--- config.mk ---
export PLATFORM = sky130hd
export DESIGN_NAME = mby_msh_row_rd_req_ctrl_flat
export DESIGN_NICKNAME = d
export VERILOG_FILES = /design/src/rtl/mby_msh_row_rd_req_ctrl_pkg.sv /design/src/rtl/mby_msh_row_rd_req_ctrl_if.sv /design/src/rtl/mby_msh_rd_rsp_fifo.sv /design/src/rtl/mby_msh_row_rd_req_ctrl.sv /design/src/flat_wrapper.sv
export SDC_FILE = /design/constraint.sdc
export NUM_CORES = 2
export LEC_CHECK = 0
export CORE_MARGIN = 5
export CORE_UTILIZATION = 60
export CTS_CLUSTER_SIZE = 12
export DETAILED_ROUTE_END_ITERATION = 6
export GPL_TIMING_DRIVEN = 0
export PLACE_DENSITY = 0.86
export SYNTH_ARGS = -nofsm -noshare
export SYNTH_HDL_FRONTEND = slang
export SYNTH_MEMORY_MAX_BITS = 65536
export SYNTH_SLANG_ARGS = --single-unit
--- constraint.sdc ---
create_clock -name clk -period 122.6 [get_ports clk]
set_clock_uncertainty 0.2 [all_clocks]
set_input_delay 24.52 -clock clk [delete_from_list [all_inputs] [get_ports clk]]
set_output_delay 24.52 -clock clk [all_outputs]
set_load 0.005 [all_outputs]
--- src/rtl/mby_msh_row_rd_req_ctrl_pkg.sv ---
// Shared types and sizing for the mesh row read-request controller.
// One controller instance serves one mesh plane.
package mby_msh_pkg;

  localparam int unsigned NUM_MSH_PLANES       = 4;
  localparam int unsigned MSH_ROW_RD_REQ_W     = 32;
  localparam int unsigned MSH_ROW_RD_RSP_W     = 24;
  localparam int unsigned MSH_DBUS_W           = 512;
  localparam int unsigned MSH_CRDT_W           = 4;
  localparam int unsigned MSH_ROW_RD_REQ_CRDTS = 8;
  localparam int unsigned MSH_ROW_RD_RSP_DEPTH = 8;

  typedef logic [MSH_ROW_RD_REQ_W-1:0] msh_row_rd_req_t;
  typedef logic [MSH_ROW_RD_RSP_W-1:0] msh_row_rd_rsp_t;
  typedef logic [MSH_DBUS_W-1:0]       msh_dbus_t;
  typedef logic [MSH_CRDT_W-1:0]       msh_crdt_cnt_t;

  typedef enum logic [1:0] {
    INIT     = 2'd0,
    RUN      = 2'd1,
    DRAIN    = 2'd2,
    QUIESCED = 2'd3
  } msh_rrc_state_t;

endpackage

--- src/rtl/mby_msh_row_rd_req_ctrl_if.sv ---
// Client/mesh-facing signal bundle of the row read-request controller.
// slave = controller side, master = client/mesh/test side.
interface mby_msh_row_rd_req_ctrl_if;
  import mby_msh_pkg::*;

  logic             i_req_vld;
  msh_row_rd_req_t  i_req;
  logic             o_req_rdy;
  logic             o_rd_req_vld;
  msh_row_rd_req_t  o_rd_req;
  msh_crdt_cnt_t    i_crdt_rtn_cnt;
  logic             i_rd_rsp_vld;
  msh_row_rd_rsp_t  i_rd_rsp;
  msh_dbus_t        i_rd_dbus;
  logic             o_rsp_vld;
  msh_row_rd_rsp_t  o_rsp;
  msh_dbus_t        o_dbus;
  logic             i_rsp_rdy;
  logic             o_crdt_rtn_for_rd_rsp;
  logic             i_flush;
  logic             o_idle;
  logic [4:0]       o_crdt_cnt;
  logic             o_err_crdt_ovfl;
  logic             o_err_rsp_ovfl;

  modport slave (
    input  i_req_vld, i_req, i_crdt_rtn_cnt, i_rd_rsp_vld, i_rd_rsp, i_rd_dbus,
           i_rsp_rdy, i_flush,
    output o_req_rdy, o_rd_req_vld, o_rd_req, o_rsp_vld, o_rsp, o_dbus,
           o_crdt_rtn_for_rd_rsp, o_idle, o_crdt_cnt, o_err_crdt_ovfl, o_err_rsp_ovfl
  );

  modport master (
    output i_req_vld, i_req, i_crdt_rtn_cnt, i_rd_rsp_vld, i_rd_rsp, i_rd_dbus,
           i_rsp_rdy, i_flush,
    input  o_req_rdy, o_rd_req_vld, o_rd_req, o_rsp_vld, o_rsp, o_dbus,
           o_crdt_rtn_for_rd_rsp, o_idle, o_crdt_cnt, o_err_crdt_ovfl, o_err_rsp_ovfl
  );

endinterface

--- src/rtl/mby_msh_rd_rsp_fifo.sv ---
// Synchronous response FIFO; a push into a full FIFO succeeds only when a pop
// frees the head in the same cycle, otherwise it is dropped and flagged.
module mby_msh_rd_rsp_fifo #(
  parameter int unsigned WIDTH = 8,
  parameter int unsigned DEPTH = 8
) (
  input  logic                       clk,
  input  logic                       rst_n,
  input  logic                       push,
  input  logic [WIDTH-1:0]           wdata,
  input  logic                       pop,
  output logic [WIDTH-1:0]           rdata,
  output logic                       full,
  output logic                       empty,
  output logic [$clog2(DEPTH):0]     count,
  output logic                       ovfl
);
  localparam int unsigned AW = $clog2(DEPTH);

  logic [WIDTH-1:0] mem [DEPTH];
  logic [AW-1:0]    wr_ptr;
  logic [AW-1:0]    rd_ptr;
  logic             push_ok;
  logic             pop_ok;

  always_comb begin
    full    = (count == (AW+1)'(DEPTH));
    empty   = (count == '0);
    pop_ok  = pop && !empty;
    push_ok = push && (!full || pop_ok);
    ovfl    = push && full && !pop_ok;
    rdata   = mem[rd_ptr];
  end

  always_ff @(posedge clk) begin
    if (push_ok) mem[wr_ptr] <= wdata;
  end

  // Pointers wrap naturally because DEPTH is a power of two.
  always_ff @(posedge clk or negedge rst_n) begin
    if (!rst_n) begin
      wr_ptr <= '0;
      rd_ptr <= '0;
      count  <= '0;
    end else begin
      if (push_ok) wr_ptr <= wr_ptr + AW'(1);
      if (pop_ok)  rd_ptr <= rd_ptr + AW'(1);
      case ({push_ok, pop_ok})
        2'b10:   count <= count + (AW+1)'(1);
        2'b01:   count <= count - (AW+1)'(1);
        default: count <= count;
      endcase
    end
  end

endmodule

--- src/rtl/mby_msh_row_rd_req_ctrl.sv ---
// Requestor-side mesh row read controller: credit-gated request issue,
// buffered response return with per-entry rsp credits, and a quiesce FSM.
module mby_msh_row_rd_req_ctrl
  import mby_msh_pkg::*;
#(
  parameter int unsigned REQ_CRDTS = MSH_ROW_RD_REQ_CRDTS,
  parameter int unsigned RSP_DEPTH = MSH_ROW_RD_RSP_DEPTH
) (
  input  logic                        clk,
  input  logic                        rst_n,
  mby_msh_row_rd_req_ctrl_if.slave    bus
);
  localparam int unsigned FW = MSH_ROW_RD_RSP_W + MSH_DBUS_W;
  localparam logic [5:0]  CRDT_MAX = 6'(REQ_CRDTS);

  msh_rrc_state_t            state;
  logic [4:0]                crdt_cnt;
  logic [5:0]                crdt_base;
  logic [5:0]                crdt_sum;
  logic                      req_rdy;
  logic                      fire;
  logic                      push;
  logic                      pop;
  logic                      quiet;
  logic                      rd_req_vld;
  msh_row_rd_req_t           rd_req;
  logic                      rsp_crdt;
  logic                      idle;
  logic                      err_crdt;
  logic                      err_rsp;
  logic [FW-1:0]             fifo_head;
  logic                      fifo_full;
  logic                      fifo_empty;
  logic                      fifo_ovfl;
  logic [$clog2(RSP_DEPTH):0] fifo_count;

  mby_msh_rd_rsp_fifo #(
    .WIDTH (FW),
    .DEPTH (RSP_DEPTH)
  ) u_rsp_fifo (
    .clk   (clk),
    .rst_n (rst_n),
    .push  (push),
    .wdata ({bus.i_rd_rsp, bus.i_rd_dbus}),
    .pop   (pop),
    .rdata (fifo_head),
    .full  (fifo_full),
    .empty (fifo_empty),
    .count (fifo_count),
    .ovfl  (fifo_ovfl)
  );

  // In INIT the full credit grant is loaded and any same-cycle return is added on top.
  always_comb begin
    req_rdy   = (state == RUN) && (crdt_cnt != '0);
    fire      = bus.i_req_vld && req_rdy;
    pop       = !fifo_empty && bus.i_rsp_rdy;
    push      = bus.i_rd_rsp_vld && (state != INIT);
    crdt_base = (state == INIT) ? CRDT_MAX : {1'b0, crdt_cnt};
    crdt_sum  = crdt_base - 6'(fire) + 6'(bus.i_crdt_rtn_cnt);
    quiet     = (crdt_cnt == CRDT_MAX[4:0]) && (fifo_count == '0) && !rd_req_vld;
  end

  always_ff @(posedge clk or negedge rst_n) begin
    if (!rst_n) begin
      state <= INIT;
      idle  <= 1'b0;
    end else begin
      case (state)
        INIT: begin
          state <= RUN;
          idle  <= 1'b0;
        end
        RUN: begin
          state <= bus.i_flush ? DRAIN : RUN;
          idle  <= 1'b0;
        end
        DRAIN: begin
          if (!bus.i_flush) begin
            state <= RUN;
            idle  <= 1'b0;
          end else if (quiet) begin
            state <= QUIESCED;
            idle  <= 1'b1;
          end
        end
        QUIESCED: begin
          if (!bus.i_flush) begin
            state <= RUN;
            idle  <= 1'b0;
          end
        end
        default: begin
          state <= INIT;
          idle  <= 1'b0;
        end
      endcase
    end
  end

  always_ff @(posedge clk or negedge rst_n) begin
    if (!rst_n) begin
      crdt_cnt   <= '0;
      rd_req_vld <= 1'b0;
      rd_req     <= '0;
      rsp_crdt   <= 1'b0;
      err_crdt   <= 1'b0;
      err_rsp    <= 1'b0;
    end else begin
      crdt_cnt   <= (crdt_sum > CRDT_MAX) ? CRDT_MAX[4:0] : crdt_sum[4:0];
      err_crdt   <= err_crdt || (crdt_sum > CRDT_MAX);
      err_rsp    <= err_rsp || fifo_ovfl;
      rd_req_vld <= fire;
      if (fire) rd_req <= bus.i_req;
      rsp_crdt   <= pop;
    end
  end

  assign bus.o_req_rdy             = req_rdy;
  assign bus.o_rd_req_vld          = rd_req_vld;
  assign bus.o_rd_req              = rd_req;
  assign bus.o_rsp_vld             = !fifo_empty;
  assign bus.o_rsp                 = fifo_empty ? '0 : fifo_head[FW-1 -: MSH_ROW_RD_RSP_W];
  assign bus.o_dbus                = fifo_empty ? '0 : fifo_head[MSH_DBUS_W-1:0];
  assign bus.o_crdt_rtn_for_rd_rsp = rsp_crdt;
  assign bus.o_idle                = idle;
  assign bus.o_crdt_cnt            = crdt_cnt;
  assign bus.o_err_crdt_ovfl       = err_crdt;
  assign bus.o_err_rsp_ovfl        = err_rsp;

endmodule
--- src/flat_wrapper.sv ---
// flat-port wrapper written by rule: the top's interface ports become plain ports
module mby_msh_row_rd_req_ctrl_flat import mby_msh_pkg::*;
#(
  parameter int unsigned REQ_CRDTS = MSH_ROW_RD_REQ_CRDTS,
  parameter int unsigned RSP_DEPTH = MSH_ROW_RD_RSP_DEPTH
)
  (clk, rst_n, bus_i_req_vld, bus_i_req, bus_i_crdt_rtn_cnt, bus_i_rd_rsp_vld, bus_i_rd_rsp, bus_i_rd_dbus, bus_i_rsp_rdy, bus_i_flush, bus_o_req_rdy, bus_o_rd_req_vld, bus_o_rd_req, bus_o_rsp_vld, bus_o_rsp, bus_o_dbus, bus_o_crdt_rtn_for_rd_rsp, bus_o_idle, bus_o_crdt_cnt, bus_o_err_crdt_ovfl, bus_o_err_rsp_ovfl);
  mby_msh_row_rd_req_ctrl_if bus_i ();
  input  logic clk;
  input  logic rst_n;
  input wire logic [$bits(bus_i.i_req_vld)-1:0] bus_i_req_vld;
  input wire logic [$bits(bus_i.i_req)-1:0] bus_i_req;
  input wire logic [$bits(bus_i.i_crdt_rtn_cnt)-1:0] bus_i_crdt_rtn_cnt;
  input wire logic [$bits(bus_i.i_rd_rsp_vld)-1:0] bus_i_rd_rsp_vld;
  input wire logic [$bits(bus_i.i_rd_rsp)-1:0] bus_i_rd_rsp;
  input wire logic [$bits(bus_i.i_rd_dbus)-1:0] bus_i_rd_dbus;
  input wire logic [$bits(bus_i.i_rsp_rdy)-1:0] bus_i_rsp_rdy;
  input wire logic [$bits(bus_i.i_flush)-1:0] bus_i_flush;
  output wire logic [$bits(bus_i.o_req_rdy)-1:0] bus_o_req_rdy;
  output wire logic [$bits(bus_i.o_rd_req_vld)-1:0] bus_o_rd_req_vld;
  output wire logic [$bits(bus_i.o_rd_req)-1:0] bus_o_rd_req;
  output wire logic [$bits(bus_i.o_rsp_vld)-1:0] bus_o_rsp_vld;
  output wire logic [$bits(bus_i.o_rsp)-1:0] bus_o_rsp;
  output wire logic [$bits(bus_i.o_dbus)-1:0] bus_o_dbus;
  output wire logic [$bits(bus_i.o_crdt_rtn_for_rd_rsp)-1:0] bus_o_crdt_rtn_for_rd_rsp;
  output wire logic [$bits(bus_i.o_idle)-1:0] bus_o_idle;
  output wire logic [$bits(bus_i.o_crdt_cnt)-1:0] bus_o_crdt_cnt;
  output wire logic [$bits(bus_i.o_err_crdt_ovfl)-1:0] bus_o_err_crdt_ovfl;
  output wire logic [$bits(bus_i.o_err_rsp_ovfl)-1:0] bus_o_err_rsp_ovfl;
  assign bus_i.i_req_vld = bus_i_req_vld;
  assign bus_i.i_req = bus_i_req;
  assign bus_i.i_crdt_rtn_cnt = bus_i_crdt_rtn_cnt;
  assign bus_i.i_rd_rsp_vld = bus_i_rd_rsp_vld;
  assign bus_i.i_rd_rsp = bus_i_rd_rsp;
  assign bus_i.i_rd_dbus = bus_i_rd_dbus;
  assign bus_i.i_rsp_rdy = bus_i_rsp_rdy;
  assign bus_i.i_flush = bus_i_flush;
  assign bus_o_req_rdy = bus_i.o_req_rdy;
  assign bus_o_rd_req_vld = bus_i.o_rd_req_vld;
  assign bus_o_rd_req = bus_i.o_rd_req;
  assign bus_o_rsp_vld = bus_i.o_rsp_vld;
  assign bus_o_rsp = bus_i.o_rsp;
  assign bus_o_dbus = bus_i.o_dbus;
  assign bus_o_crdt_rtn_for_rd_rsp = bus_i.o_crdt_rtn_for_rd_rsp;
  assign bus_o_idle = bus_i.o_idle;
  assign bus_o_crdt_cnt = bus_i.o_crdt_cnt;
  assign bus_o_err_crdt_ovfl = bus_i.o_err_crdt_ovfl;
  assign bus_o_err_rsp_ovfl = bus_i.o_err_rsp_ovfl;
  mby_msh_row_rd_req_ctrl #(.REQ_CRDTS(REQ_CRDTS), .RSP_DEPTH(RSP_DEPTH)) u_core (.clk(clk), .rst_n(rst_n), .bus(bus_i));
endmodule
==> impl_metrics.csv <==
group,metric,value,unit
logic_synthesis,synth_ff_type,"edfxtp_1",
min_path,hp-start,"u_core.bus.o_rd_req[11]$_DFFE_PN0P_",
setup_path,arrival,5110,ps
run_status,outcome,"complete, no violations",
global_route,antenna_found_initial,212,
setup_path,r2r_cells,17,
detailed_routing,first_iter_violations,13423,
global_route,grt_pass1_vias,89171,
global_route,grt_max_degree,55,
logic_synthesis,yosysUniqueCellTypes,56,
timing,max_freq,0.0335,GHz
final_layout,area_growth,20.5,%
clocking,cts_setup_buffers,0,
timing,hold_viol,0,
power_and_ir_drop,power_leakage,65.0,nW
setup_path,critPathLaunchType,"flip-flop",
floorplanning,num_rows,192,
power_and_ir_drop,clockPowerShare,24.4,%
timing,maxSlewViolCount,0,
power_and_ir_drop,p_sw,1.58,mW
floorplanning,start_util,60.2,%
timing,whs,290,ps
setup_path,cp.required,97880,ps
detailed_routing,drc_errors,0,
floorplanning,die-area,285000,um2
logic_synthesis,avgSynthCellArea,23.5,um2
logic_synthesis,synth_edf_count,4288,
timing,setup_ws,92770,ps
floorplanning,num_io_pins,1158,
min_path,hold_path_end,"u_core.bus.o_rd_req[11]$_DFFE_PN0P_",
global_route,overflow,0,
placement,dp_slack,92810,ps
clocking,clk_latency,970,ps
clocking,cts.path.max_buffers,4,
clocking,clk_transition_reported_paths,60,ps
placement,place.gp.congestion,0.891,
run,drv_cap,0,
min_path,hold_path.class,"flip-flop to flip-flop",
clocking,cts_tree,"done",
detailed_routing,viasPerCell,6.80,
placement,place_inst,12065,
setup_path,r2r_setup_slack,117180,ps
global_route,grt_pass1_wl,671,mm
timing,relSlewSlack,4.00,%
power_and_ir_drop,power_density,24.6,nW/um2
timing,min_period,29830,ps
logic_synthesis,synth_area_leader_cell,"edfxtp_1",
floorplanning,die_h,534,um
clocking,cts_resized,0,
setup_path,path_class,"flip-flop to primary output",
final_layout,drive_gt1_share,22.9,%
detailed_routing,routed_wl,484,mm
detailed_routing,antenna_left,0,
setup_path,reg2reg_to,"u_core.u_rsp_fifo.mem[1][31]$_DFFE_PP_",
timing,setup_tns,0,ps
clocking,cts.sinks,4342,
min_path,min_path_cells,1,
clocking,numCtsBuffers,423,
global_route,track_usage,33.2,%
final_layout,layoutNonFillerInstCount,12878,
setup_path,crit_fanout,11,
final_layout,layout_commonest_cell,"edfxtp_1",
timing,fin_crit_sh,24.3,%
timing,setup_viol_count_final,0,
power_and_ir_drop,seqPwrFrac,38.4,%
timing,worstMarginPinSlew,1440,ps
power_and_ir_drop,internal-power,3.30,mW
logic_synthesis,synthCells,7016,
power_and_ir_drop,ir_worst_vdd,0.0203,mV
detailed_routing,wire_per_inst,37.6,um
logic_synthesis,ys.warnings.count,0,
timing,rsz0062_at_grt,"false",
logic_synthesis,async_flop_share,1.24,%
clocking,clock_tree.root_cell,"clkbuf_16",
floorplanning,coreArea,274000,um2
detailed_routing,first_pass_iters,6,
logic_synthesis,syn-num-nets,7613,
final_layout,layout_common_cells,"4288 x edfxtp_1, 1156 x clkdlybuf4s50_1, 1072 x mux4_2",
logic_synthesis,synth_seq_cells,4342,
placement,numPortBuffers,1157,
power_and_ir_drop,combPwrFrac,37.2,%
setup_path,crit-reg2reg-launch,"u_core.state[0]$_DFFE_PN0P_",
final_layout,final_util,72.6,%
power_and_ir_drop,swShare,32.4,%
clocking,holdBufCountCts,0,
logic_synthesis,syn_area,165000,um2
logic_synthesis,yosysSeqAreaShare,79.0,%
logic_synthesis,synth_top_area_share,78.1,%
final_layout,finalNetCount,9499,
detailed_routing,vias,87605,
floorplanning,fp.dieW,534,um
logic_synthesis,synth.area.top_cells,"edfxtp_1 78%, mux4_2 15%, mux2i_1 3.3%, nor2_1 1.3%, dfrtp_1 0.82%",
placement,dpl.hpwl,294,mm
clocking,htreeDepth,5,
setup_path,end_kind,"primary output",
kinds of logic (layout without fill, tap and decap cells):
logic type               after synthesis  after routing  share of synthesized area, %
adder cells (fa/ha/maj)               19             19                         0.153
XOR/XNOR                               8              8                        0.0425
AND/OR/NAND/NOR                      589            589                          1.42
other                                  1            171                       0.00228
buffers and inverters                382           2485                          1.12
AO/OA/AOI/OAI                         28             28                         0.124
flip-flops                          4342           4342                          79.0
multiplexers                        1647           1647                          18.2
power groups by stage:
stage	registers [mW]	clock network (mW)	logic, mW
2_1_floorplan	2.07	0	0.878
3_3_place_gp	2.27	0	1.64
3_5_place_dp	1.89	0	1.75
4_1_cts	1.87	1.19	1.81
5_1_grt	1.88	1.27	1.88
6_report	1.88	1.19	1.82
critical path, stage by stage (launching register included):
cell and delay, ps:
dfrtp_1 470, nor4_4 740, buf_2 670, clkbuf_1 1110, buf_2 460, nor2_1 100
clkdlybuf4s50_1 590
metal layers:
metal  wire [um]  global-route usage [%]  vias to the layer above
met1      152000                    41.0                    44947
met4       37100                    20.4                       82
met2      236000                    52.9                     7811
met5         495                   0.167                        -
met3       57900                    9.01                     1506
li1            -                       -                    33259
per-stage QoR:
stage / total power, mW / area (um2)
detailed placement: 3.64 / 186000
floorplan: 2.95 / 165000
global route: 5.04 / 198000
finish: 4.89 / 199000
global placement: 3.92 / 181000
CTS: 4.87 / 198000
flip-flops by register name, summed over array words and instances, names as in the netlist:
name,flops
u_core.bus.o_crdt_cnt,5
u_core.bus.o_crdt_rtn_for_rd_rsp,1
u_core.bus.o_err_crdt_ovfl,1
u_core.bus.o_err_rsp_ovfl,1
u_core.bus.o_idle,1
u_core.bus.o_rd_req,32
u_core.bus.o_rd_req_vld,1
u_core.state,2
u_core.u_rsp_fifo.count,4
u_core.u_rsp_fifo.mem,4288
u_core.u_rsp_fifo.rd_ptr,3
u_core.u_rsp_fifo.wr_ptr,3
final cells by class:
cell class	count	area (um2)
Fill cell	13945	75100
Tap cell	3589	4490
Timing Repair Buffer	1461	16700
Buffer	361	1780
Clock inverter	99	1110
Clock buffer	543	11000
Inverter	21	78.8
Antenna cell	170	425
Multi-Input combinational cell	2292	32900
Sequential cell	4342	130000
synthesized netlist by cell type, drive strengths merged, types with 2 or more instances:
library cell  number
mux4            1072
nand3              2
nor2             550
a22oi              2
mux2i            539
clkbuf            92
and2               2
xor2               2
buf              269
nor4               3
edfxtp          4288
fa                 2
nand2b             9
xnor2              6
mux2              36
o21a               2
o21ai              5
inv               21
a21oi              6
nor2b              2
and4               2
or4                2
dfrtp             54
ha                17
nor3               4
nand2              8
worst max path at each step:
stage | start | cells after the start | endpoint
final | u_core.u_rsp_fifo.count[0]$_DFFE_PN0P_ | 6 | bus_o_dbus[424]
after global routing | u_core.u_rsp_fifo.count[0]$_DFFE_PN0P_ | 6 | bus_o_dbus[424]
after CTS | u_core.u_rsp_fifo.count[0]$_DFFE_PN0P_ | 6 | bus_o_dbus[424]
after detailed placement | bus_i_rsp_rdy | 16 | u_core.u_rsp_fifo.mem[1][31]$_DFFE_PP_
after global placement | bus_i_rsp_rdy | 5 | u_core.u_rsp_fifo.mem[0][338]$_DFFE_PP_
after floorplan | bus_i_rsp_rdy | 4 | u_core.u_rsp_fifo.mem[0][0]$_DFFE_PP_
Power figures use the tool's default switching activity.
